===== src/rtl/riscv_mem_pkg.sv =====
// riscv_mem_pkg
// Shared definitions for the memory access stage: funct3 size/sign codes,
// the IDLE/BUSY/DONE state encoding and small helpers that map a request
// onto byte lanes.
package riscv_mem_pkg;

   localparam logic [2:0] F3_B  = 3'b000;
   localparam logic [2:0] F3_H  = 3'b001;
   localparam logic [2:0] F3_W  = 3'b010;
   localparam logic [2:0] F3_BU = 3'b100;
   localparam logic [2:0] F3_HU = 3'b101;

   typedef enum logic [1:0] {
      IDLE = 2'b00,
      BUSY = 2'b01,
      DONE = 2'b10
   } mau_state_t;

   // Byte offset actually used for lane selection: the low address bits
   // that cannot be honoured for the access size are forced to zero.
   function automatic logic [1:0] eff_offset(input logic [2:0] f3, input logic [1:0] a);
      case (f3)
         F3_B, F3_BU: return a;
         F3_H, F3_HU: return {a[1], 1'b0};
         default:     return 2'b00;
      endcase
   endfunction

   // True when the low address bits do not fit the access size.
   function automatic logic is_misaligned(input logic [2:0] f3, input logic [1:0] a);
      case (f3)
         F3_B, F3_BU: return 1'b0;
         F3_H, F3_HU: return a[0];
         default:     return (a != 2'b00);
      endcase
   endfunction

   // Byte-lane strobes for a store at the given effective offset.
   function automatic logic [3:0] store_strobe(input logic [2:0] f3, input logic [1:0] off);
      case (f3)
         F3_B:    return 4'b0001 << off;
         F3_H:    return 4'b0011 << off;
         default: return 4'b1111;
      endcase
   endfunction

   // Store data replicated so every enabled lane carries the operand.
   function automatic logic [31:0] store_lanes(input logic [2:0] f3, input logic [31:0] d);
      case (f3)
         F3_B:    return {4{d[7:0]}};
         F3_H:    return {2{d[15:0]}};
         default: return d;
      endcase
   endfunction

endpackage


===== src/rtl/load_align.sv =====
// load_align
// Combinational lane select and sign/zero extension of a read word.
// Ports:
//   rdata  - raw 32-bit word from the bus
//   offset - effective byte offset within the word
//   funct3 - access size/sign code
//   data   - aligned, extended load result
module load_align
   import riscv_mem_pkg::*;
(
   input  logic [31:0] rdata,
   input  logic [1:0]  offset,
   input  logic [2:0]  funct3,
   output logic [31:0] data
);

   logic [7:0]  byte_sel;
   logic [15:0] half_sel;

   // Pick the addressed byte/half, then extend according to funct3.
   always_comb begin
      case (offset)
         2'b00:   byte_sel = rdata[7:0];
         2'b01:   byte_sel = rdata[15:8];
         2'b10:   byte_sel = rdata[23:16];
         2'b11:   byte_sel = rdata[31:24];
         default: byte_sel = 8'h00;
      endcase
      if (offset[1]) begin
         half_sel = rdata[31:16];
      end else begin
         half_sel = rdata[15:0];
      end
      case (funct3)
         F3_B:    data = {{24{byte_sel[7]}}, byte_sel};
         F3_BU:   data = {24'h000000, byte_sel};
         F3_H:    data = {{16{half_sel[15]}}, half_sel};
         F3_HU:   data = {16'h0000, half_sel};
         default: data = rdata;
      endcase
   end

endmodule


===== src/rtl/mem_access_unit.sv =====
// mem_access_unit
// MEM stage of the pipeline: turns a load/store from EX/MEM into a single
// bus transaction, stalls the front of the pipeline while it is in flight
// and hands aligned load data to MEM/WB.
// Ports:
//   clk, rst                      - clock, asynchronous active-high reset
//   alu_result_in, rs2_val_in     - address / store data from EX/MEM
//   rd_in, funct3_in              - destination register, size/sign code
//   MemRead_in, MemWrite_in       - load / store request (both = load)
//   MemToReg_in, RegWrite_in      - writeback controls
//   mem_req, mem_we, mem_addr,
//   mem_wdata, mem_wstrb          - registered bus request
//   mem_rdata, mem_ready          - bus response
//   alu_result_out, rd_out,
//   MemToReg_out, RegWrite_out,
//   read_data_out                 - towards MEM/WB
//   stall_out                     - freezes earlier stages
//   misalign_out                  - misaligned-access flag
// Build option: MAU_MISALIGN_TRAP_EN makes misaligned accesses trap instead
// of silently clearing the offending low address bits.
module mem_access_unit
   import riscv_mem_pkg::*;
(
   input  logic        clk,
   input  logic        rst,
   input  logic [31:0] alu_result_in,
   input  logic [31:0] rs2_val_in,
   input  logic [4:0]  rd_in,
   input  logic [2:0]  funct3_in,
   input  logic        MemRead_in,
   input  logic        MemWrite_in,
   input  logic        MemToReg_in,
   input  logic        RegWrite_in,
   output logic        mem_req,
   output logic        mem_we,
   output logic [31:0] mem_addr,
   output logic [31:0] mem_wdata,
   output logic [3:0]  mem_wstrb,
   input  logic [31:0] mem_rdata,
   input  logic        mem_ready,
   output logic [31:0] alu_result_out,
   output logic [4:0]  rd_out,
   output logic        MemToReg_out,
   output logic [31:0] read_data_out,
   output logic        RegWrite_out,
   output logic        stall_out,
   output logic        misalign_out
);

   mau_state_t  state;
   logic        is_load;
   logic        is_store;
   logic        mem_op;
   logic        trap;
   logic        start;
   logic [1:0]  off;
   logic [2:0]  f3_r;
   logic [1:0]  off_r;
   logic        load_r;
   logic [31:0] rdata_r;
   logic [31:0] fmt_data;

   load_align u_load_align (
      .rdata  (mem_rdata),
      .offset (off_r),
      .funct3 (f3_r),
      .data   (fmt_data)
   );

   // Request decode; a simultaneous read and write is handled as a load.
   always_comb begin
      is_load  = MemRead_in;
      is_store = MemWrite_in & ~MemRead_in;
      mem_op   = is_load | is_store;
      off      = eff_offset(funct3_in, alu_result_in[1:0]);
`ifdef MAU_MISALIGN_TRAP_EN
      trap     = mem_op & is_misaligned(funct3_in, alu_result_in[1:0]);
`else
      trap     = 1'b0;
`endif
      start    = (state == IDLE) & mem_op & ~trap;
   end

   // Stage outputs; stall covers the issuing IDLE cycle and all of BUSY so
   // the minimum stall is two cycles.
   always_comb begin
      alu_result_out = alu_result_in;
      rd_out         = rd_in;
      MemToReg_out   = MemToReg_in;
      stall_out      = ~rst & (start | (state == BUSY));
      misalign_out   = ~rst & (state == IDLE) & trap;
      RegWrite_out   = RegWrite_in & ~stall_out & ~misalign_out;
      if (state == DONE) begin
         read_data_out = rdata_r;
      end else begin
         read_data_out = 32'h0000_0000;
      end
   end

   // Transaction FSM with registered bus outputs.
   always_ff @(posedge clk or posedge rst) begin
      if (rst) begin
         state     <= IDLE;
         mem_req   <= 1'b0;
         mem_we    <= 1'b0;
         mem_addr  <= 32'h0000_0000;
         mem_wdata <= 32'h0000_0000;
         mem_wstrb <= 4'b0000;
         f3_r      <= 3'b000;
         off_r     <= 2'b00;
         load_r    <= 1'b0;
         rdata_r   <= 32'h0000_0000;
      end else begin
         case (state)
            IDLE: begin
               if (start) begin
                  state    <= BUSY;
                  mem_req  <= 1'b1;
                  mem_we   <= is_store;
                  mem_addr <= {alu_result_in[31:2], 2'b00};
                  f3_r     <= funct3_in;
                  off_r    <= off;
                  load_r   <= is_load;
                  if (is_store) begin
                     mem_wdata <= store_lanes(funct3_in, rs2_val_in);
                     mem_wstrb <= store_strobe(funct3_in, off);
                  end else begin
                     mem_wdata <= 32'h0000_0000;
                     mem_wstrb <= 4'b0000;
                  end
               end
            end
            BUSY: begin
               // Bus outputs stay put for as many wait states as the bus needs.
               if (mem_ready) begin
                  state     <= DONE;
                  mem_req   <= 1'b0;
                  mem_we    <= 1'b0;
                  mem_addr  <= 32'h0000_0000;
                  mem_wdata <= 32'h0000_0000;
                  mem_wstrb <= 4'b0000;
                  if (load_r) begin
                     rdata_r <= fmt_data;
                  end else begin
                     rdata_r <= 32'h0000_0000;
                  end
               end
            end
            DONE: begin
               // The frozen EX/MEM still holds this op; never reissue it.
               state <= IDLE;
            end
            default: begin
               state <= IDLE;
            end
         endcase
      end
   end

endmodule


===== config.mk =====
export PLATFORM = sky130hd
export DESIGN_NAME = mem_access_unit
export DESIGN_NICKNAME = d
export VERILOG_FILES = /design/src/rtl/riscv_mem_pkg.sv /design/src/rtl/load_align.sv /design/src/rtl/mem_access_unit.sv
export SDC_FILE = /design/constraint.sdc
export NUM_CORES = 1
export LEC_CHECK = 0
export ABC_AREA = 1
export CORE_AREA = 5 5 170 90
export DETAILED_ROUTE_END_ITERATION = 10
export DIE_AREA = 0 0 175 95
export MAX_ROUTING_LAYER = met4
export PLACE_DENSITY = 0.92
export SETUP_SLACK_MARGIN = 0.2
export SYNTH_ARGS = -nofsm -noshare
export SYNTH_HDL_FRONTEND = slang
export SYNTH_SLANG_ARGS = --single-unit
export TNS_END_PERCENT = 10

===== constraint.sdc =====
create_clock -name clk -period 4 [get_ports clk]
set_input_delay 0.4 -clock clk [delete_from_list [all_inputs] [get_ports clk]]
set_output_delay 0.4 -clock clk [all_outputs]
set_load 0.02 [all_outputs]

==> run_results.csv <==
group,metric,value,unit
run_status,status,"complete, no violations",
synth,yosys.area.top_type,"dfrtp_1",
synth,avgSynthCellArea,7.010,um2
clocking,ctsHoldBuffers,0,
detailed_routing,via_count,5797,
synth,synth_top_family_by_area,"simple AND/OR/NAND/NOR gates",
setup_path,cp-start-kind,"flop",
detailed_routing,ant_nets,0,
synth,yosys-top-cells-area,"dfrtp_1, nand2_1, nor2_1",
floorplanning,ios,254,
layout,antenna_cells,0,
setup_path,ff2ff_path_depth,7,
clocking,cts_setup_buffers,0,
synth,synth-adder-area-share,0,%
synth,ys_ff_latch,108,
floorplanning,rows,31,
clocking,htreeDepth,3,
pwr,p_leak,0.004077,uW
floorplanning,dieArea,16630,um2
layout,final_nets,1105,
grt,grt_overflow,0,
worst_hold_path,holdCritPathClass,"flop to flop",
clocking,clk_latency,0.34,ns
synth,synth-simple-area-share,34.36,%
floorplanning,initial_core_util,41.14,%
setup_path,crit_required,3.60,ns
detailed_routing,via_per_inst,4.913,
synth,synthXorXnorAreaFrac,0,%
clocking,clk_pin_slew,0.08,ns
layout,fillers,1247,
synth,yosys_warnings,0,
clocking,cts.sinks,108,
grt,grt_pass1_vias,5404,
clocking,cts_resized,0,
worst_hold_path,hold_start,"mem_addr[9]",
pwr,ir_drop,0.3490,mV
detailed_routing,wire_per_inst,15.60,um
setup_path,worstSetupPathType,"flop to output pin",
pwr,power_density,654.6,nW/um2
timing,setup_viol,0,
timing,relSlewSlack,38.72,%
synth,netlist-cell-type-count,25,
synth,synth_mux_area_share,0,%
pwr,p_clk_share,17.7,%
timing,worst_slew_pin_slew,0.9192,ns
synth,synth_top_area_share,47.31,%
layout,drive_gt1_share,3.604,%
timing,timing.final.crit_share,67.85,%
grt,grt_max_degree,74,
worst_hold_path,hold_end,"mem_addr[9]",
layout,regArea,2703,um2
detailed_routing,firstDrtPassIters,5,
pwr,p_int,3054,uW
pwr,p_sw_share,43.15,%
synth,syn-cell-area,5713,um2
timing,hold_viol,0,
timing,tns,0,ns
setup_path,rr_startpoint,"f3_r[1]",
setup_path,cp_max_fo,32,
floorplanning,core-area,13890,um2
pwr,comb_power_share,47.6,%
synth,synth-compound-area-share,5.541,%
timing,finalCriticalPeriod,2.714,ns
pwr,p_switching,2318,uW
clocking,numCtsBuffers,9,
timing,slew_violations,0,
timing,fin_worst_skew,0.01031,ns
layout,finalNonFillerCells,1180,
setup_path,cp-end-kind,"output pin",
grt,grt_pass1_wl,28610,um
clocking,cts_root_buffer,"clkbuf_16",
setup_path,r2r-end,"rdata_r[18]",
grt,antenna_found_initial,0,
layout,multi_input_area,2301,um2
detailed_routing,drc,0,
synth,netlist_instances,815,
timing,fmax,368.5,MHz
setup_path,crit_arrival,2.31,ns
detailed_routing,wirelength,18410,um
job,drv_cap,0,
setup_path,r2r_slack,1.65,ns
grt,grt_usage,22.40,%
place,gp_congestion,0.9311,
detailed_routing,drtIter0Drc,518,
pwr,p_seq_share,34.7,%
place,portBuffers,238,
floorplanning,die_y,95,um
place,place.detailed.hpwl,14000,um
worst_hold_path,min_path_cells,2,
synth,ys_seq_area_share,47.31,%
clocking,clock_path_buffers,2,
layout,syn_to_final_growth,43.65,%
clocking,cts_tree,"yes",
timing,rsz0062_at_grt,"false",
floorplanning,die_w,175,um
place,dp_cells,1164,
-- layout by cell type (no fill, tap or decap) --
master,netlist,layout
nand2_1,380,380
clkdlybuf4s50_1,0,238
dfrtp_1,108,108
nor2_1,93,92
inv_1,59,58
a21oi_1,29,29
o21ai_0,27,27
nand3_1,17,17
clkbuf_16,0,9
buf_4,46,5
inv_2,4,4
o21ai_1,4,4
nand3b_1,4,4
nor2_2,2,3
conb_1,1,3
nand2_2,2,2
nor3_1,2,2
clkinv_4,0,2
inv_8,0,2
nand3_2,1,1
o21ai_4,0,1
nor3_2,1,1
o211ai_1,1,1
nand2_4,1,1
or2_2,1,1
inv_4,0,1
inv_6,0,1
clkbuf_8,0,1
bufinv_16,0,1
-- worst max-delay path by stage --
stage,from,depth (start not counted),slack (ns),to
after floorplan,rst,1,0.75,f3_r[0]
after global placement,MemRead_in,8,1.40,mem_wdata[16]
after detailed placement,MemRead_in,8,1.32,mem_wdata[2]
after CTS,state[0],3,1.29,read_data_out[4]
after global routing,state[0],3,1.21,read_data_out[4]
final,state[0],3,1.29,read_data_out[4]
-- final cells by class --
type,count,area share (%)
inverter,63,2.912
multi-input combinational,569,28.04
clock buffer,10,2.912
tap,181,2.760
timing repair buffer,243,29.49
sequential,108,32.93
clock inverter,6,0.9605
-- state kept, by name, summed over array words and instances, names as in the netlist --
| name | count |
|---|---|
| mem_req | 1 |
| mem_wdata | 32 |
| off_r | 2 |
| state | 2 |
| load_r | 1 |
| mem_we | 1 |
| f3_r | 3 |
| mem_addr | 30 |
| rdata_r | 32 |
| mem_wstrb | 4 |
-- cell usage after synthesis --
master    number
o211ai_1       1
nand3_1       17
inv_1         59
clkbuf_1      11
nand2_2        2
o21ai_1        4
buf_6          1
a21oi_1       29
o21ai_2        1
buf_1          2
buf_4         46
nor2_2         2
conb_1         1
nand2_1      380
buf_2         17
o21ai_0       27
nand3b_1       4
inv_2          4
dfrtp_1      108
nor3_1         2
nand3_2        1
nor3_2         1
nand2_4        1
nor2_1        93
or2_2          1
-- routing by layer --
metal / global-route usage [%] / wire length, um / part of all wire [%] / up-vias
met5: - / 0 / 0 / -
met1: 31.70 / 8507 / 46 / 2695
met2: 33.66 / 8024 / 44 / 302
li1: - / - / - / 2779
met3: 4.880 / 1657 / 9.0 / 21
met4: 4.050 / 218 / 1.2 / 0
-- per-stage QoR --
step                      power [uW]  setup WS (ns)  util [%]  hold WS [ns]  cell area, um2
after floorplan                 3362         0.7544         -        0.4488            5720
after global placement          4368          1.399     56.81        0.4532            7889
after detailed placement        4430          1.320     56.81        0.4583            7889
after CTS                       5406          1.285     59.10        0.4780            8207
after global routing            5726          1.206     59.10        0.4947            8207
final                           5372          1.286     59.10        0.4785            8207
-- power groups by stage --
stage | combinational, uW | clock (uW) | sequential, uW
2_1_floorplan | 1270 | 0 | 2090
3_3_place_gp | 2510 | 0 | 1860
3_5_place_dp | 2560 | 0 | 1870
4_1_cts | 2570 | 979 | 1860
5_1_grt | 2790 | 1020 | 1920
6_report | 2560 | 952 | 1860
-- cell families (layout without fill, tap and decap cells) --
kind of cell / Yosys count / count (layout)
simple gates: 504 / 504
buf+inv: 140 / 322
other cells: 1 / 3
compound gates: 62 / 62
flops: 108 / 108
-- worst max-delay path: stages (launching register included) --
cell	delay, ns
dfrtp_1	0.45
or2_2	0.57
nor2_1	0.30
clkdlybuf4s50_1	0.65
No activity file was read; power rests on OpenSTA's default activity.
